==> config.mk <==
export PLATFORM = sky130hd
export DESIGN_NAME = column_drop_engine
export DESIGN_NICKNAME = d
export VERILOG_FILES = /design/src/rtl/score4_pkg.sv /design/src/rtl/onehot_column_decode.sv /design/src/rtl/column_drop_engine.sv
export SDC_FILE = /design/constraint.sdc
export NUM_CORES = 1
export LEC_CHECK = 0
export CAP_MARGIN = 0
export CORE_MARGIN = 5
export CORE_UTILIZATION = 56
export DETAILED_ROUTE_END_ITERATION = 8
export PLACE_DENSITY = 0.93
export REMOVE_ABC_BUFFERS = 1
export SYNTH_ARGS = -nofsm -noshare
export SYNTH_HDL_FRONTEND = slang
export SYNTH_SLANG_ARGS = --single-unit
==> constraint.sdc <==
create_clock -name clk -period 7 [get_ports clk]
set_input_delay 1.4 -clock clk [delete_from_list [all_inputs] [get_ports clk]]
set_output_delay 1.4 -clock clk [all_outputs]
set_load 0.02 [all_outputs]
==> src/rtl/score4_pkg.sv <==
// Shared types and defaults for the Score 4 game core.
package score4_pkg;

   localparam int DEF_COLS   = 7;
   localparam int DEF_ROWS   = 6;
   localparam int DEF_CELL_W = 2;
   localparam int EMPTY      = 0;

   typedef enum logic [1:0] {
      IDLE,
      FALL,
      LAND
   } state_t;

endpackage

==> src/rtl/onehot_column_decode.sv <==
// One-hot column select to binary index.
// valid is high only when exactly one bit is set.
module onehot_column_decode #(
   parameter  int COLS = 7,
   localparam int IW   = (COLS > 1) ? $clog2(COLS) : 1
) (
   input  logic [COLS-1:0] onehot,
   output logic [IW-1:0]   index,
   output logic            valid
);

   always_comb begin
      index = '0;
      for (int i = 0; i < COLS; i++) begin
         if (onehot[i]) index = index | IW'(i);
      end
   end

   // x & (x-1) clears the lowest set bit; zero result means one bit at most
   assign valid = (onehot != '0) &&
                  ((onehot & (onehot - COLS'(1))) == '0);

endmodule

==> src/rtl/column_drop_engine.sv <==
// Move-commit unit: validates a column drop, animates the fall
// one row per tick, then commits the piece into the board.
module column_drop_engine
   import score4_pkg::*;
#(
   parameter  int COLS   = DEF_COLS,
   parameter  int ROWS   = DEF_ROWS,
   parameter  int CELL_W = DEF_CELL_W,
   localparam int CW     = (COLS > 1) ? $clog2(COLS) : 1,
   localparam int RW     = (ROWS > 1) ? $clog2(ROWS) : 1,
   localparam int HW     = $clog2(ROWS + 1)
) (
   input  logic                                clk,
   input  logic                                rst,
   input  logic                                clear,
   input  logic                                play_req,
   input  logic [COLS-1:0]                     play,
   input  logic [CELL_W-1:0]                   player,
   input  logic                                tick,
   output logic                                ready,
   output logic [COLS-1:0][ROWS-1:0][CELL_W-1:0] panel,
   output logic                                fall_active,
   output logic [CW-1:0]                       fall_col,
   output logic [RW-1:0]                       fall_row,
   output logic                                done,
   output logic [RW-1:0]                       done_row,
   output logic                                reject,
   output logic                                board_full
);

   state_t              state;
   state_t              state_nx;
   logic [HW-1:0]       height [COLS];
   logic [CW-1:0]       dec_idx;
   logic                dec_valid;
   logic [HW-1:0]       h_sel;
   logic [RW-1:0]       tgt;
   logic [RW-1:0]       target_q;
   logic [CELL_W-1:0]   player_q;
   logic                accept;
   logic                refuse;
   logic                at_bottom;

   onehot_column_decode #(
      .COLS (COLS)
   ) u_dec (
      .onehot (play),
      .index  (dec_idx),
      .valid  (dec_valid)
   );

   always_comb begin
      h_sel = '0;
      for (int c = 0; c < COLS; c++) begin
         if (dec_idx == CW'(c)) h_sel = height[c];
      end
   end

   // h_sel is below ROWS whenever the move is legal, so it fits RW bits
   assign tgt = RW'(ROWS - 1) - h_sel[RW-1:0];

   assign accept = (state == IDLE) && play_req && dec_valid &&
                   (player != CELL_W'(EMPTY)) &&
                   (h_sel != HW'(ROWS));
   assign refuse = (state == IDLE) && play_req && !accept;

   assign at_bottom   = (fall_row == target_q);
   assign ready       = (state == IDLE);
   assign fall_active = (state == FALL);

   always_comb begin
      board_full = 1'b1;
      for (int c = 0; c < COLS; c++) begin
         if (height[c] != HW'(ROWS)) board_full = 1'b0;
      end
   end

   always_ff @(posedge clk) begin
      if (rst) state <= IDLE;
      else     state <= state_nx;
   end

   always_comb begin
      state_nx = state;
      unique case (state)
         IDLE:    if (accept) state_nx = FALL;
         FALL:    if (tick && at_bottom) state_nx = LAND;
         LAND:    state_nx = IDLE;
         default: state_nx = IDLE;
      endcase
      if (clear) state_nx = IDLE;
   end

   always_ff @(posedge clk) begin
      if (rst) begin
         panel    <= '0;
         fall_col <= '0;
         fall_row <= '0;
         done_row <= '0;
         done     <= 1'b0;
         reject   <= 1'b0;
         target_q <= '0;
         player_q <= '0;
         for (int c = 0; c < COLS; c++) height[c] <= '0;
      end else begin
         done   <= 1'b0;
         reject <= 1'b0;
         if (clear) begin
            panel <= '0;
            for (int c = 0; c < COLS; c++) height[c] <= '0;
         end else begin
            unique case (state)
               IDLE: begin
                  reject <= refuse;
                  if (accept) begin
                     fall_col <= dec_idx;
                     fall_row <= '0;
                     target_q <= tgt;
                     player_q <= player;
                  end
               end
               FALL: begin
                  if (tick && !at_bottom) fall_row <= fall_row + RW'(1);
               end
               LAND: begin
                  for (int c = 0; c < COLS; c++) begin
                     if (fall_col == CW'(c)) begin
                        height[c] <= height[c] + HW'(1);
                        for (int r = 0; r < ROWS; r++) begin
                           if (target_q == RW'(r)) panel[c][r] <= player_q;
                        end
                     end
                  end
                  done_row <= target_q;
                  done     <= 1'b1;
               end
               default: ;
            endcase
         end
      end
   end

endmodule

# --- Yosys cells after proc, flatten, opt, wreduce, memory -nomap -nowiden ---
# Memories as Yosys holds them, arrays and structs flattened.
# Index checks and enable logic that the tools add are counted.
word_totals:
  register_bits: 102
  output_inout_bits: 98
  memories: 1
  input_bits: 14
  wordCells: 256
  ramBits: 21
mem_list:
  columns: ["name", "words", "width", "read_ports", "rd_clocked_by_memory_dff", "wr", "line_no", "rtl"]
  rows:
  - ["height", 7, 3, 7, 0, 7, "column_drop_engine.sv:33", "logic [HW-1:0] height [COLS];"]
op_classes:
  addsub: 10
  n_eq_ne: 31
  bitwise: 17
  n_mux: 81
  reduce_logical: 66
ops:
  columns: ["cell", "count"]
  rows:
  - ["AND reduction 3 bit", 43]
  - ["2-to-1 mux 3 bit", 26]
  - ["2-to-1 mux 1 bit", 49]
  - ["adder 3 x 1 -> 3 bit, second input constant", 8]
  - ["equality test 3 bit, second input constant", 8]
  - ["!= test 3 bit, second input constant", 8]
  - ["equality test 3 x 2 -> 1 bit, second input constant", 6]
  - ["OR 1 bit", 14]
  - ["equality test 3 x 1 -> 1 bit, second input constant", 3]
  - ["zero test 3 bit", 3]
  - ["logical AND 1 bit", 8]
  - ["2-to-1 mux 2 bit", 4]
  - ["bitwise AND 7 bit", 1]
  - ["zero test 7 bit", 1]
  - ["nonzero test 7 bit", 1]
  - ["subtractor 7 x 1 -> 7 bit, second input constant", 1]
  - ["!= test 2 x 1 -> 1 bit, second input constant", 3]
  - ["case mux 3 bit (2 select lines)", 1]
  - ["case mux 2 bit (2 select lines)", 1]
  - ["AND reduction 2 bit", 2]
  - ["AND reduction 4 bit", 1]
  - ["nonzero test 2 bit", 2]
  - ["equality test 3 bit", 1]
  - ["OR reduction 3 bit", 1]
  - ["other kinds (7)", 9]

# --- Longest topological paths before layout ---
logic_depth:
  word_depth: 18
  depth_mapped: 9
  mapped_depth_nobuf: 6

# --- By module ---
# From an unflattened synthesis, not the netlist that was laid out.
hier_totals:
  cells_unflattened: 642
  area_unflattened_um2: 5504.0
by_module_without_submodules:
  columns: ["module", "instances", "area_per_inst_um2", "seq_area_each_um2", "cells_each"]
  rows:
  - ["column_drop_engine", 1, 5407.7, 2672.6, 628]
  - ["onehot_column_decode", 1, 96.3, 0.0, 14]

# --- Worst setup path after synthesis ---
# OpenSTA, ideal clock, no wires.
synth_path:
  path_kind: "input-to-reg"
  from: "in play[1]"
  to: "reg fall_col[0]"
  path_buffers: 3
  slack_ps: 3622
  setup_time_ps: 121
  arrival_time_ps: 3257
  path_stages: 8
  required_ps: 6879
  path_cell_list: "buf_6 clkbuf_1 or4_1 or3_1 nand2_1 o311a_4 buf_6 mux2_4"
synth_via:
  elab_chain_cells: 17
  elab_cells_between_ends: 30
  cone_classes: "add/sub (1); eq/ne (7); mux (13); bitwise (1); reduce/logical (8)"
synth_rtl:
  columns: ["item", "line_no", "rtl"]
  rows:
  - ["from (decl)", "column_drop_engine.sv:17", "input logic [COLS-1:0] play,"]
  - ["2-to-1 mux 1 bit", "onehot_column_decode.sv:15", "if (onehot[i]) index = index | IW'(i);"]
  - ["2-to-1 mux 2 bit (2 in a row)", "onehot_column_decode.sv:15", null]
  - ["2-to-1 mux 3 bit (3 in a row)", "onehot_column_decode.sv:15", null]
  - ["zero test 3 bit", "column_drop_engine.sv:55", "if (dec_idx == CW'(c)) h_sel = height[c];"]
  - ["2-to-1 mux 3 bit (7 in a row)", "column_drop_engine.sv:55", null]
  - ["!= test 3 bit", "column_drop_engine.sv:64", "(h_sel != HW'(ROWS));"]
  - ["logical AND 1 bit", "column_drop_engine.sv:63", "(player != CELL_W'(EMPTY)) &&"]
  - ["AND reduction 3 bit (no line)", null, null]
  - ["to (signal assigned)", "column_drop_engine.sv:116", "fall_col <= dec_idx;"]
  - ["to (decl)", "column_drop_engine.sv:23", "output logic [CW-1:0] fall_col,"]
# Several ways; a longest one is shown, not always the timed one.
# A chain may end at the register's enable or synchronous reset.

==> out/results.md <==
* FF-to-FF path depth: 4
* first-iteration detailed-routing DRC count: 453
* number of max-slew violations in the final report: 0
* post-CTS setup repair buffer count: 0
* residual DRC count: 0
* wire length per cell after detailed routing: 17.6 µm
* CP startpoint kind: flop
* Fin Setup TNS: 0 ps
* post-DR vias/cell: 5.83
* worst hold path stage count: 2
* beginning of the worst register-to-register path: state[1]
* post-synthesis adder-cell area fraction: 3.31%
* Critical path buffers and inverters: 2
* weighted congestion at the end of routability-driven global placement: 0.921
* clock period minus final worst setup slack: 3740 ps
* origin of the worst min-delay path: panel[30]
* cell with the most instances after synthesis: sky130_fd_sc_hd__nand2_1
* largest driver fanout on the critical path: 4
* series of cell instances along the critical path: inv_1, ha_1, nand4_1, nor4_1, clkdlybuf4s50_1
* destination of the worst register-to-register timing path: height[4][1]
* highest routed metal layer: met4
* minimum setup slack after placement: 2910 ps
* leakage power: 2.42 nW
* share of the synthesized area in compound gates (AO/OA/AOI/OAI): 15.3%
* clock tree root driver cell: sky130_fd_sc_hd__clkbuf_8
* wire length after detailed routing: 16.1 mm
* routed metal-1 wirelength: 6.49 mm
* first-pass GRT wire length: 26.2 mm
* hold crit path type: reg -> reg
* HPWL reported at the end of detailed placement: 10.9 mm
* Max clock buf depth: 2
* power density relative to cell area: 218 nW/µm²
* synthesized area divided by synthesized cell count: 8.26 µm²
* Detail Route Antenna Nets: 0
* critical path endpoint category: primary output
* CTS hold repair buffers: 0
* arrival time at the worst endpoint: 2340 ps
* met3 wire length: 1.05 mm
* status: completed
* Synth cell types: 55
* clock-pin transition on the worst setup and hold timing paths: 60 ps
* headroom to the max-slew limit: 15.5%
* Worst Hold Endpoint: panel[30]
* count of max-cap constraint violations: 0
* peak ir drop on the vdd network: 0.185 mV
* CTS HTree Levels: 4
* source-to-sink clock delay at the later pin of the worst-skew pair: 510 ps
* GRT Overall Usage: 25.8%
* First-pass DRT Iterations: 5
* Total Nets Final: 797
* most common library cells after synthesis: sky130_fd_sc_hd__nand2_1, sky130_fd_sc_hd__dfxtp_1, sky130_fd_sc_hd__a21oi_1
* Worst path slowest cell: sky130_fd_sc_hd__clkdlybuf4s50_1
* Yosys warnings: 0
* Peak Freq: 267 MHz
* gate count of the mapped netlist: 687
* count of pins on the block boundary: 112
* Area Growth Syn to Fin: 29.0%
* initial standard-cell utilization of the core: 57.8%
* maximum clock skew at final layout: 5.42 ps
* Chip Height: 111 µm
* share of the synthesized area in the top cell type: 36.0%
* type of the worst setup path: reg -> out
* overflow left after global routing: 0
* share of the clock period used by the worst path after layout: 53.5%
* total of cells resized after clock tree synthesis: 0
* initial antenna violation count: 0
* mux share of post-synthesis cell area: 2.60%
* # rows: 36
* setup violators final: 0
* vias in the first global route: 5404
* width of the die: 111 µm
* leading register cell type out of synthesis: sky130_fd_sc_hd__dfxtp_1
* Post-Synth Simple-Gate Area: 25.1%
* dominant combinational cell family by area after synthesis: simple AND/OR/NAND/NOR gates
* start point of the critical path: height[5][0]
* async set-reset flop share out of synthesis: 0%
* number of buffers added by the clock tree synthesis step: 17
* setup repair after global routing missed its margin: no
* via count: 5329
* share of the synthesized netlist area taken by xor and xnor gates: 1.85%
* number of synthesized flops with an enable pin: 21
* pin count of the biggest net entering global routing: 52
* top cells by area in the synthesized netlist: sky130_fd_sc_hd__dfxtp_1, sky130_fd_sc_hd__edfxtp_1, sky130_fd_sc_hd__nand2_1
* register-to-register setup slack: 4370 ps
* Syn Std Cell Area: 5670 µm²
* met2 routed WL: 8.22 mm
* placeable core area: 9820 µm²
* sequential fraction of the synthesis area: 47.1%
* final worst-path setup slack: 3260 ps
* number of synthesized register bits: 123
* family of cells with the greatest summed delay on the critical path: buffers and inverters
* Worst-Margin Slew: 1260 ps
* data required time at the worst endpoint: 5600 ps
* delay of the slowest cell on the worst path: 680 ps
* most area-hungry cell type in the Yosys netlist: sky130_fd_sc_hd__dfxtp_1
* Die ar.: 12200 µm²
* Port-buffer cells: 111
* Fill cells: 733
* clock net sink count: 123
* ratio of cells with drive above 1 in the final layout: 7.04%
* CTS tree: done
* final hold violations: 0
* number of diodes: 0
[flip-flops by register name, summed over array words and instances (netlist names)]
name / count
panel: 84
target_q: 3
height: 21
fall_col: 3
reject: 1
done: 1
state: 2
done_row: 3
player_q: 2
fall_row: 3
[per-layer routing]
metal  global-route usage (%)  up-vias
li1                         -     2524
met1                     29.9     2567
met2                     44.5      202
met3                     7.37       36
met4                     10.8        0
met5                        0        -
[worst min-delay path: cells and delay by family, from the launching register on]
| family | cells | cell delay [ps] |
|---|---|---|
| flops | 1 | 310 |
| compound gates | 1 | 50 |
| simple gates | 1 | 50 |
[metrics by stage]
step / hold WS (ps) / std cells / power, mW / util, % / area [µm²]
5_1_grt: 484 / 914 / 1.64 / 74.5 / 7320
3_5_place_dp: 451 / 882 / 0.809 / 69.0 / 6780
4_1_cts: 460 / 914 / 1.60 / 74.5 / 7320
3_3_place_gp: 442 / 882 / 0.807 / 69.0 / 6780
6_report: 458 / 914 / 1.60 / 74.5 / 7320
2_1_floorplan: 533 / 632 / 0.780 / - / 5430
[report_power, final]
part / internal [mW] / switching [mW] / total [mW]
clock network: 0.509 / 0.292 / 0.801
registers: 0.726 / 0.00740 / 0.733
logic: 0.0234 / 0.0387 / 0.0620
[kinds of logic (layout without fill, tap and decap cells)]
family	after synthesis	in the layout
DFF	123	123
xor gates and xnor gates	12	12
and+or+nand+nor	305	305
adders and majority gates	15	15
buffers and inverters	63	157
muxes	13	13
AOI/OAI and AO/OA	156	156
[cell usage in the layout, fill, tap and decap left out, types with 4 or more instances in the layout]
| cell | instances |
|---|---|
| sky130_fd_sc_hd__nand2_1 | 132 |
| sky130_fd_sc_hd__clkdlybuf4s50_1 | 111 |
| sky130_fd_sc_hd__dfxtp_1 | 102 |
| sky130_fd_sc_hd__a21oi_1 | 86 |
| sky130_fd_sc_hd__nand3_1 | 53 |
| sky130_fd_sc_hd__nor2_1 | 51 |
| sky130_fd_sc_hd__o21ai_0 | 47 |
| sky130_fd_sc_hd__edfxtp_1 | 21 |
| sky130_fd_sc_hd__clkbuf_16 | 16 |
| sky130_fd_sc_hd__ha_1 | 15 |
| sky130_fd_sc_hd__nor3_1 | 14 |
| sky130_fd_sc_hd__xnor2_1 | 9 |
| sky130_fd_sc_hd__mux2i_1 | 8 |
| sky130_fd_sc_hd__inv_1 | 8 |
| sky130_fd_sc_hd__nor2b_1 | 7 |
| sky130_fd_sc_hd__nand3b_1 | 7 |
| sky130_fd_sc_hd__nand2b_1 | 7 |
| sky130_fd_sc_hd__buf_4 | 6 |
| sky130_fd_sc_hd__o21a_1 | 5 |
| sky130_fd_sc_hd__or3_1 | 4 |
| sky130_fd_sc_hd__nand4b_1 | 4 |
| sky130_fd_sc_hd__clkbuf_1 | 4 |
| sky130_fd_sc_hd__clkinv_2 | 4 |
[area by class of cell]
cell class / instances / area [µm²] / share of cell area, %
well taps: 133 / 166 / 2.27
flip-flops and latches: 123 / 2670 / 36.5
clock buffers: 22 / 443 / 6.05
inverters: 8 / 30.0 / 0.410
multi-input cells: 501 / 2750 / 37.6
repair buffers: 117 / 1160 / 15.8
clock inverters: 10 / 98.8 / 1.35
[worst max path at each step]
stage / end / slack [ps] / cells past startpoint
floorplan: fall_col[0] / 3810 / 6
global placement: fall_col[1] / 2980 / 7
detailed placement: fall_col[1] / 2910 / 7
CTS: board_full / 3250 / 5
global route: board_full / 3140 / 5
finish: board_full / 3260 / 5
Power figures use the tool's default switching activity.
